[src/rtl/dot_seq.sv]
// Dot-product job sequencer: feeds operand beats to an external array and sums its two partial outputs.
// Optional build macro DOT_SEQ_OPGATE_EN zeroes the array operands on cycles without an operand handshake.
module dot_seq #(
    parameter int IN_SIZE_0  = 4,
    parameter int IN_SIZE_1  = 8,
    parameter int ARRAY_SIZE = 8,
    parameter int OUT_SIZE   = 16,
    parameter int PIPE_LAT   = 3,
    parameter int LEN_W      = 8
) (
    input  logic                             clk_i,
    input  logic                             rst_ni,
    input  logic                             cmd_valid_i,
    output logic                             cmd_ready_o,
    input  logic [LEN_W-1:0]                 cmd_len_i,
    input  logic                             op_valid_i,
    output logic                             op_ready_o,
    input  logic [ARRAY_SIZE*IN_SIZE_0-1:0]  op_in_0_i,
    input  logic [ARRAY_SIZE*IN_SIZE_1-1:0]  op_in_1_i,
    output logic [ARRAY_SIZE*IN_SIZE_0-1:0]  arr_in_0_o,
    output logic [ARRAY_SIZE*IN_SIZE_1-1:0]  arr_in_1_o,
    input  logic [OUT_SIZE-1:0]              arr_out_0_i,
    input  logic [OUT_SIZE-1:0]              arr_out_1_i,
    output logic                             res_valid_o,
    input  logic                             res_ready_i,
    output logic [OUT_SIZE+LEN_W:0]          res_o,
    output logic                             busy_o
);
    // state | meaning
    // IDLE  | waiting for a command
    // FEED  | accepting operand beats until remaining reaches zero
    // DRAIN | waiting for in-flight beats to leave the array
    // DONE  | presenting the result until accepted
    localparam int ACC_SIZE = OUT_SIZE + LEN_W + 1;

    typedef enum logic [1:0] {IDLE, FEED, DRAIN, DONE} state_t;

    state_t                            state_q, state_d;
    logic [LEN_W-1:0]                  rem_q, rem_d;
    logic [PIPE_LAT:0]                 tag_q, tag_d;
    logic [ACC_SIZE-1:0]               acc_q, acc_d;
    logic [ARRAY_SIZE*IN_SIZE_0-1:0]   arr0_q, arr0_d;
    logic [ARRAY_SIZE*IN_SIZE_1-1:0]   arr1_q, arr1_d;
    logic                              op_hs;
    logic [ACC_SIZE-1:0]               ext0, ext1;

    assign cmd_ready_o = (state_q == IDLE);
    assign op_ready_o  = (state_q == FEED) && (rem_q != '0);
    assign res_valid_o = (state_q == DONE);
    assign busy_o      = (state_q != IDLE);
    assign res_o       = (state_q == DONE) ? acc_q : '0;
    assign arr_in_0_o  = arr0_q;
    assign arr_in_1_o  = arr1_q;
    assign op_hs       = op_valid_i && op_ready_o;
    assign ext0        = {{(ACC_SIZE-OUT_SIZE){arr_out_0_i[OUT_SIZE-1]}}, arr_out_0_i};
    assign ext1        = {{(ACC_SIZE-OUT_SIZE){arr_out_1_i[OUT_SIZE-1]}}, arr_out_1_i};

    always_comb begin
        state_d = state_q;
        rem_d   = rem_q;
        acc_d   = acc_q;
        tag_d   = {tag_q[PIPE_LAT-1:0], op_hs};
`ifdef DOT_SEQ_OPGATE_EN
        arr0_d  = op_hs ? op_in_0_i : '0;
        arr1_d  = op_hs ? op_in_1_i : '0;
`else
        arr0_d  = op_hs ? op_in_0_i : arr0_q;
        arr1_d  = op_hs ? op_in_1_i : arr1_q;
`endif
        // the tag leaving the delay line marks the cycle its array output is valid
        if (tag_q[PIPE_LAT]) begin
            acc_d = acc_q + ext0 + ext1;
        end
        case (state_q)
            IDLE: begin
                if (cmd_valid_i) begin
                    rem_d   = cmd_len_i;
                    acc_d   = '0;
                    state_d = (cmd_len_i != '0) ? FEED : DONE;
                end
            end
            FEED: begin
                if (op_hs) begin
                    rem_d = rem_q - LEN_W'(1);
                    if (rem_q == LEN_W'(1)) begin
                        state_d = DRAIN;
                    end
                end
            end
            DRAIN: begin
                if (tag_q[PIPE_LAT] && (tag_q[PIPE_LAT-1:0] == '0)) begin
                    state_d = DONE;
                end
            end
            DONE: begin
                if (res_ready_i) begin
                    state_d = IDLE;
                end
            end
            default: state_d = IDLE;
        endcase
    end

    always_ff @(posedge clk_i or negedge rst_ni) begin
        if (!rst_ni) begin
            state_q <= IDLE;
            rem_q   <= '0;
            tag_q   <= '0;
            acc_q   <= '0;
            arr0_q  <= '0;
            arr1_q  <= '0;
        end else begin
            state_q <= state_d;
            rem_q   <= rem_d;
            tag_q   <= tag_d;
            acc_q   <= acc_d;
            arr0_q  <= arr0_d;
            arr1_q  <= arr1_d;
        end
    end
endmodule

[config.mk]
export PLATFORM = sky130hd
export DESIGN_NAME = dot_seq
export DESIGN_NICKNAME = d
export VERILOG_FILES = /design/src/rtl/dot_seq.sv
export SDC_FILE = /design/constraint.sdc
export NUM_CORES = 1
export LEC_CHECK = 0
export CAP_MARGIN = 25
export CORE_MARGIN = 4
export CORE_UTILIZATION = 31
export CTS_CLUSTER_SIZE = 24
export DETAILED_ROUTE_END_ITERATION = 12
export SLEW_MARGIN = 20
export SYNTH_ARGS = -nofsm -noshare
export SYNTH_HDL_FRONTEND = slang
export SYNTH_SLANG_ARGS = --single-unit
[constraint.sdc]
create_clock -name clk_i -period 2.65 [get_ports clk_i]
set_clock_uncertainty 0.05 [all_clocks]
set_input_delay 0.6625 -clock clk_i [delete_from_list [all_inputs] [get_ports clk_i]]
set_output_delay 0.6625 -clock clk_i [all_outputs]
set_load 0.03 [all_outputs]
Yosys cells after proc, flatten, opt, wreduce, memory -nomap -nowiden
Index checks and enable logic that the tools add are counted.
Widths: inputs -> output; s select.
- add/sub/neg operators: 3
- eq/ne operators: 9
- muxes and demuxes: 14
- reductions and logical operators: 11
- operators by type and width (cell ; number):
    $mux 25 ; 4
    $add 25x25->25 ; 2
    $mux 8 ; 2
    $pmux 8 s2 ; 1
    $reduce_bool 8->1 ; 2
    $mux 2 ; 6
    $eq 8x1->1 const B ; 1
    $pmux 2 s4 ; 1
    $sub 8x1->8 const B ; 1
    $ne 2x2->1 const B ; 3
    $reduce_and 5->1 ; 1
    $eq 2x2->1 const B ; 2
    $ne 2x1->1 const B ; 2
    $reduce_bool 2->1 ; 2
    $logic_and 1x1->1 ; 3
    $logic_not 3->1 ; 1
    $reduce_and 3->1 ; 1
    $eq 2x1->1 const B ; 1
    $logic_not 2->1 ; 1
- bits in registers: 135
- input port bits: 141
- logic and storage cells: 43

Longest topological paths before layout
- word-level depth: 5
- depth in mapped cells: 12
- gate-level depth less buffers: 12

Worst setup path after synthesis
No wires, ideal clock.
- path type: in2reg
- start point: in arr_out_0_i[1]
- end point: reg acc_q[17]
- setup time: 0.126 ns
- arrival time: 2.985 ns
- path slack: -0.511 ns
- cell stages on the path: 12
- path buffers: 0
- cell sequence: inv_1 > fa_1 > inv_1 > ha_1 > fa_1 > a21o_1 > nand4_1 > a21oi_2 > a21oi_2 > a21boi_1 > mux2i_1 > a311o_1
- cells in the longest elaborated chain, start to end: 5
- RTL lines (item ; line ; RTL):
    start: declaration ; 22 ; input logic [OUT_SIZE-1:0] arr_out_0_i,
    $add 25x25->25 (*) (2 in series) ; 72 ; acc_d = acc_q + ext0 + ext1;
    $mux 25 (*) ; 71 ; if (tag_q[PIPE_LAT]) begin
    $mux 25 ; 76 ; if (cmd_valid_i) begin
    $mux 25 (*) ; 74 ; case (state_q)
    via acc_d[17] ; 41 ; logic [ACC_SIZE-1:0] acc_q, acc_d;
    end signal: assignment ; 109 ; acc_q <= '0;
    end signal: assignment ; 116 ; acc_q <= acc_d;
    end: declaration ; 41 ;
The timed path passes the listed nets; every way through them passes the cells marked *.
A chain may end at the register's enable or synchronous reset.

Worst setup path after layout
- start point: in arr_out_1_i[15]
- end point: reg acc_q[24]
- cells in the longest elaborated chain, start to end: 4
- RTL lines (item ; line ; RTL):
    start: declaration ; 23 ; input logic [OUT_SIZE-1:0] arr_out_1_i,
    $add 25x25->25 (*) ; 72 ;
    $mux 25 (*) ; 71 ;
    $mux 25 ; 76 ;
    $mux 25 (*) ; 74 ;
    via acc_d[24] ; 41 ;
Marked as above.

==> impl_results.rst <==
.. list-table::
   :header-rows: 1

   * - Metric
     - Value
   * - Initial DRT Pass Iterations
     - 4
   * - Leak
     - about 5.6 nW
   * - Final HPWL DP
     - 17400 um
   * - Failing checks
     - setup timing
   * - Post-Syn Area
     - between 7000 and 8000 sq um
   * - Total number of placement rows
     - 55
   * - Number of buffers added by the clock tree synthesis step
     - 17
   * - Result of the run
     - finished with violations
   * - Number of instances in the synthesized netlist
     - 808
   * - Sequential Power Share
     - 0.224
   * - Synthesized Nets
     - roughly 1000
   * - Worst-Margin Slew
     - 0.487 ns
   * - # DRC
     - 0
   * - Max-cap violation count
     - 0
   * - Starting DRC count in detailed routing
     - approximately 310
   * - Via count of the first global-routing pass
     - approximately 7200
   * - Crit-path slowest cell
     - sky130_fd_sc_hd__fa_1
   * - Share of synthesized registers carrying an async set or reset
     - 1.00
   * - H-tree lvl count
     - 4
   * - Cell accounting for the most synthesized area
     - sky130_fd_sc_hd__dfrtp_1
   * - Pin count of the biggest net entering global routing
     - between 90 and 100
   * - Switching power share of the total
     - 0.449
   * - Mean post-synth cell area
     - around 9.1 sq um
   * - Io pins
     - 266
   * - Core outline area
     - 22900 sq um
   * - Most common cell after layout, fill and taps aside
     - sky130_fd_sc_hd__nand2_1
   * - Die width
     - ~160 um
   * - Slew headroom
     - 0.676
   * - Layout net count
     - approximately 1400
   * - Worst hold path class
     - input port to async pin
   * - Fmax
     - roughly 350 MHz
   * - CTS tree
     - built
   * - Via density
     - roughly 4.6
   * - Worst-Skew Late Latency
     - 0.42 ns
   * - Part of the total power dissipated in the clock network
     - 0.144
   * - VDD IR max
     - 0.000588 V
   * - Post-route antenna net violation count
     - 0
   * - Number of buffer cells added on primary ports
     - about 270
   * - Critical Path RT
     - ~2.9 ns
   * - Count of flip-flops with a built-in enable after synthesis
     - 0
   * - Antenna violations before repair
     - 0
   * - Internal power summed over all cells
     - ~9.0 mW
   * - GRT Resource Usage Total
     - 0.183
   * - Overall Power
     - 16.4 mW
   * - Most frequent cells in the layout
     - sky130_fd_sc_hd__nand2_1, sky130_fd_sc_hd__clkdlybuf4s50_1, sky130_fd_sc_hd__dfrtp_1
   * - Max Root-Sink Buffers
     - 2
   * - Worst stage delay on the critical path
     - between 0.5 and 0.6 ns
   * - Die height
     - 162 um
   * - Layout area overhead
     - 63.8%
   * - Area of the die
     - approximately 26000 sq um
   * - Clock Sink Count
     - ~140
   * - Clock Root Buffer
     - sky130_fd_sc_hd__clkbuf_16
   * - Total count of max-transition violations in the final report
     - 0
   * - Setup slack of the most critical reg-to-reg path
     - -0.13 ns
   * - Depth of the worst register-to-register path
     - 12
   * - Number of register bits inferred by synthesis
     - between 100 and 150
   * - Post-synth top flop
     - sky130_fd_sc_hd__dfrtp_1
   * - Via Count
     - a little under 7000
   * - Final critical delay including setup and external delays
     - ~2.8 ns
   * - Crit-path max FO
     - 6
   * - Final Wtd Congestion
     - roughly 0.83
   * - Final-report setup violation count
     - 11
   * - Setup WS post-layout
     - -0.175 ns
   * - Antenna diode count
     - 0
   * - Global-route wire length before repair
     - approximately 39000 um
   * - Chain of cells forming the critical path
     - buf_2 -> buf_6 -> fa_1 -> ha_4 -> a2111o_1 -> a221oi_2 -> nor2_2 -> a31oi_1 -> a21bo_1 -> o21a_1 -> nor3_2
   * - Unrepaired setup endpoints after global routing
     - true
   * - Top cell type's share of synthesized area
     - 0.462
   * - YS warnings
     - 0
   * - Effective utilization at floorplan
     - 0.319
   * - Top post-synthesis cells by area
     - sky130_fd_sc_hd__dfrtp_1, sky130_fd_sc_hd__nand2_1, sky130_fd_sc_hd__fa_1
   * - Critical path endpoint category
     - register
   * - Net Switching
     - 7.36 mW
   * - Crit share post-route
     - 1.07
   * - Combinational group share of total power
     - 0.633
   * - Wire length reported by the detailed router
     - ~24000 um
   * - Number of filler instances in the final layout
     - around 2100
   * - Worst Path Class, Setup
     - input port to register
   * - Grt total ovfl
     - 0
   * - Ratio of total power to cell area
     - 1370 nW/um^2
   * - Clock transition at the registers of the reported paths
     - 0.07 ns
   * - Setup tns final
     - -0.892 ns
   * - Fraction of layout cells with a size suffix above 1
     - 0.198
   * - Startpoint type of the worst setup path
     - input port
   * - Final Hold Viols
     - 0
   * - Post-synthesis sequential area ratio
     - 0.462
   * - Number of distinct standard cells referenced by the synthesized netlist
     - 61
   * - Data arrival time of the worst path
     - 3.12 ns
   * - Routed wire length per instance
     - 16.0 um
-- power groups by stage --
stage                     Clock [mW]  Sequential, mW  Combinational (mW)
after floorplan                    0            5.00                4.21
final                           2.36            3.67                10.4
after global placement             0            3.65                9.51
after CTS                       2.41            3.67                10.2
after detailed placement           0            3.66                9.58
after global routing            2.52            3.81                11.3
-- final cells by class --
class | count | area (sq um) | area share
Multi-Input combinational cell | 621 | 4120 | 0.343
Timing Repair Buffer | 371 | 3450 | 0.288
Sequential cell | 135 | 3380 | 0.282
Clock buffer | 17 | 425 | 0.0355
Tap cell | 313 | 392 | 0.0327
Clock inverter | 15 | 158 | 0.0132
Inverter | 16 | 67.6 | 0.00564
-- stage by stage --
step                      setup WS [ns]  hold WS (ns)   util  std cells  instance area (sq um)
after detailed placement          -1.12         0.316  0.479       1440                  11000
after CTS                        -0.202         0.147  0.518       1483                  11900
after floorplan                  -0.357         0.305      -        808                   7410
after global routing             -0.254         0.164  0.523       1488                  12000
final                            -0.175         0.145  0.523       1488                  12000
after global placement            -1.11         0.315  0.479       1440                  11000
-- worst paths after layout --
path                                       from        endpoint
worst max-delay path            arr_out_1_i[15]       acc_q[24]
max in group asynchronous                rst_ni  arr_in_1_o[50]
worst min register to register         tag_q[2]        tag_q[3]
min in group clk_i                     tag_q[2]        tag_q[3]
worst max register to register         acc_q[1]       acc_q[17]
worst min-delay path                     rst_ni       acc_q[19]
-- state kept, by name (all words and copies together) (netlist names) --
name	flops
state_q	2
arr_in_0_o	32
arr_in_1_o	64
rem_q	8
tag_q	4
acc_q	25
-- cells in the mapped netlist (2+ instances only) --
| cell | instances |
|---|---|
| sky130_fd_sc_hd__a2111o_1 | 3 |
| sky130_fd_sc_hd__a211oi_1 | 7 |
| sky130_fd_sc_hd__a21o_1 | 8 |
| sky130_fd_sc_hd__a21oi_1 | 29 |
| sky130_fd_sc_hd__a21oi_2 | 2 |
| sky130_fd_sc_hd__a22oi_1 | 2 |
| sky130_fd_sc_hd__a31oi_1 | 3 |
| sky130_fd_sc_hd__and2_1 | 26 |
| sky130_fd_sc_hd__and3_1 | 3 |
| sky130_fd_sc_hd__and4_1 | 2 |
| sky130_fd_sc_hd__buf_1 | 7 |
| sky130_fd_sc_hd__buf_2 | 8 |
| sky130_fd_sc_hd__clkbuf_1 | 20 |
| sky130_fd_sc_hd__dfrtp_1 | 135 |
| sky130_fd_sc_hd__fa_1 | 25 |
| sky130_fd_sc_hd__ha_1 | 31 |
| sky130_fd_sc_hd__inv_1 | 14 |
| sky130_fd_sc_hd__mux2i_1 | 12 |
| sky130_fd_sc_hd__nand2_1 | 307 |
| sky130_fd_sc_hd__nand3_1 | 14 |
| sky130_fd_sc_hd__nand4_1 | 6 |
| sky130_fd_sc_hd__nand4b_1 | 2 |
| sky130_fd_sc_hd__nor2_1 | 32 |
| sky130_fd_sc_hd__nor3_1 | 8 |
| sky130_fd_sc_hd__nor3b_1 | 5 |
| sky130_fd_sc_hd__nor4_1 | 3 |
| sky130_fd_sc_hd__o2111ai_1 | 2 |
| sky130_fd_sc_hd__o211ai_1 | 3 |
| sky130_fd_sc_hd__o21a_1 | 7 |
| sky130_fd_sc_hd__o21ai_0 | 27 |
| sky130_fd_sc_hd__o21ai_1 | 2 |
| sky130_fd_sc_hd__o21bai_1 | 2 |
| sky130_fd_sc_hd__o22ai_1 | 4 |
| sky130_fd_sc_hd__o41ai_2 | 2 |
| sky130_fd_sc_hd__or3_1 | 5 |
| sky130_fd_sc_hd__xnor2_1 | 10 |
| sky130_fd_sc_hd__xor2_1 | 6 |
-- metal layers --
| metal | up-vias | global-route usage | share of wire |
|---|---|---|---|
| met2 | 222 | 0.305 | 0.48 |
| met1 | 3192 | 0.226 | 0.42 |
| li1 | 3380 | - | - |
| met5 | - | 0 | 0 |
| met3 | 12 | 0.0766 | 0.096 |
| met4 | 0 | 0.0342 | 0.0071 |
-- critical path, delay by kind of cell --
family | cells | cell delay [ns]
adder cells (fa/ha/maj) | 2 | 0.78
buffers and inverters | 2 | 0.23
AO/OA/AOI/OAI | 5 | 1.22
AND/OR/NAND/NOR | 2 | 0.23
-- cells by family after synthesis --
kind of cell,share of synthesized area
compound gates,0.110
xor+xnor,0.0192
fa+ha+maj,0.121
buf+inv,0.0286
flops,0.462
mux,0.0164
simple gates,0.243
-- repair_timing --
| action | CTS | global route |
|---|---|---|
| buffers inserted | 11 | 5 |
| hold buffers | 0 | 0 |
| gates resized for setup | 97 | 18 |
| hold endpoints to repair | 0 | 0 |
| setup endpoints to repair | 23 | 18 |
| pin swaps | 57 | 28 |
Power figures use the tool's default switching activity.
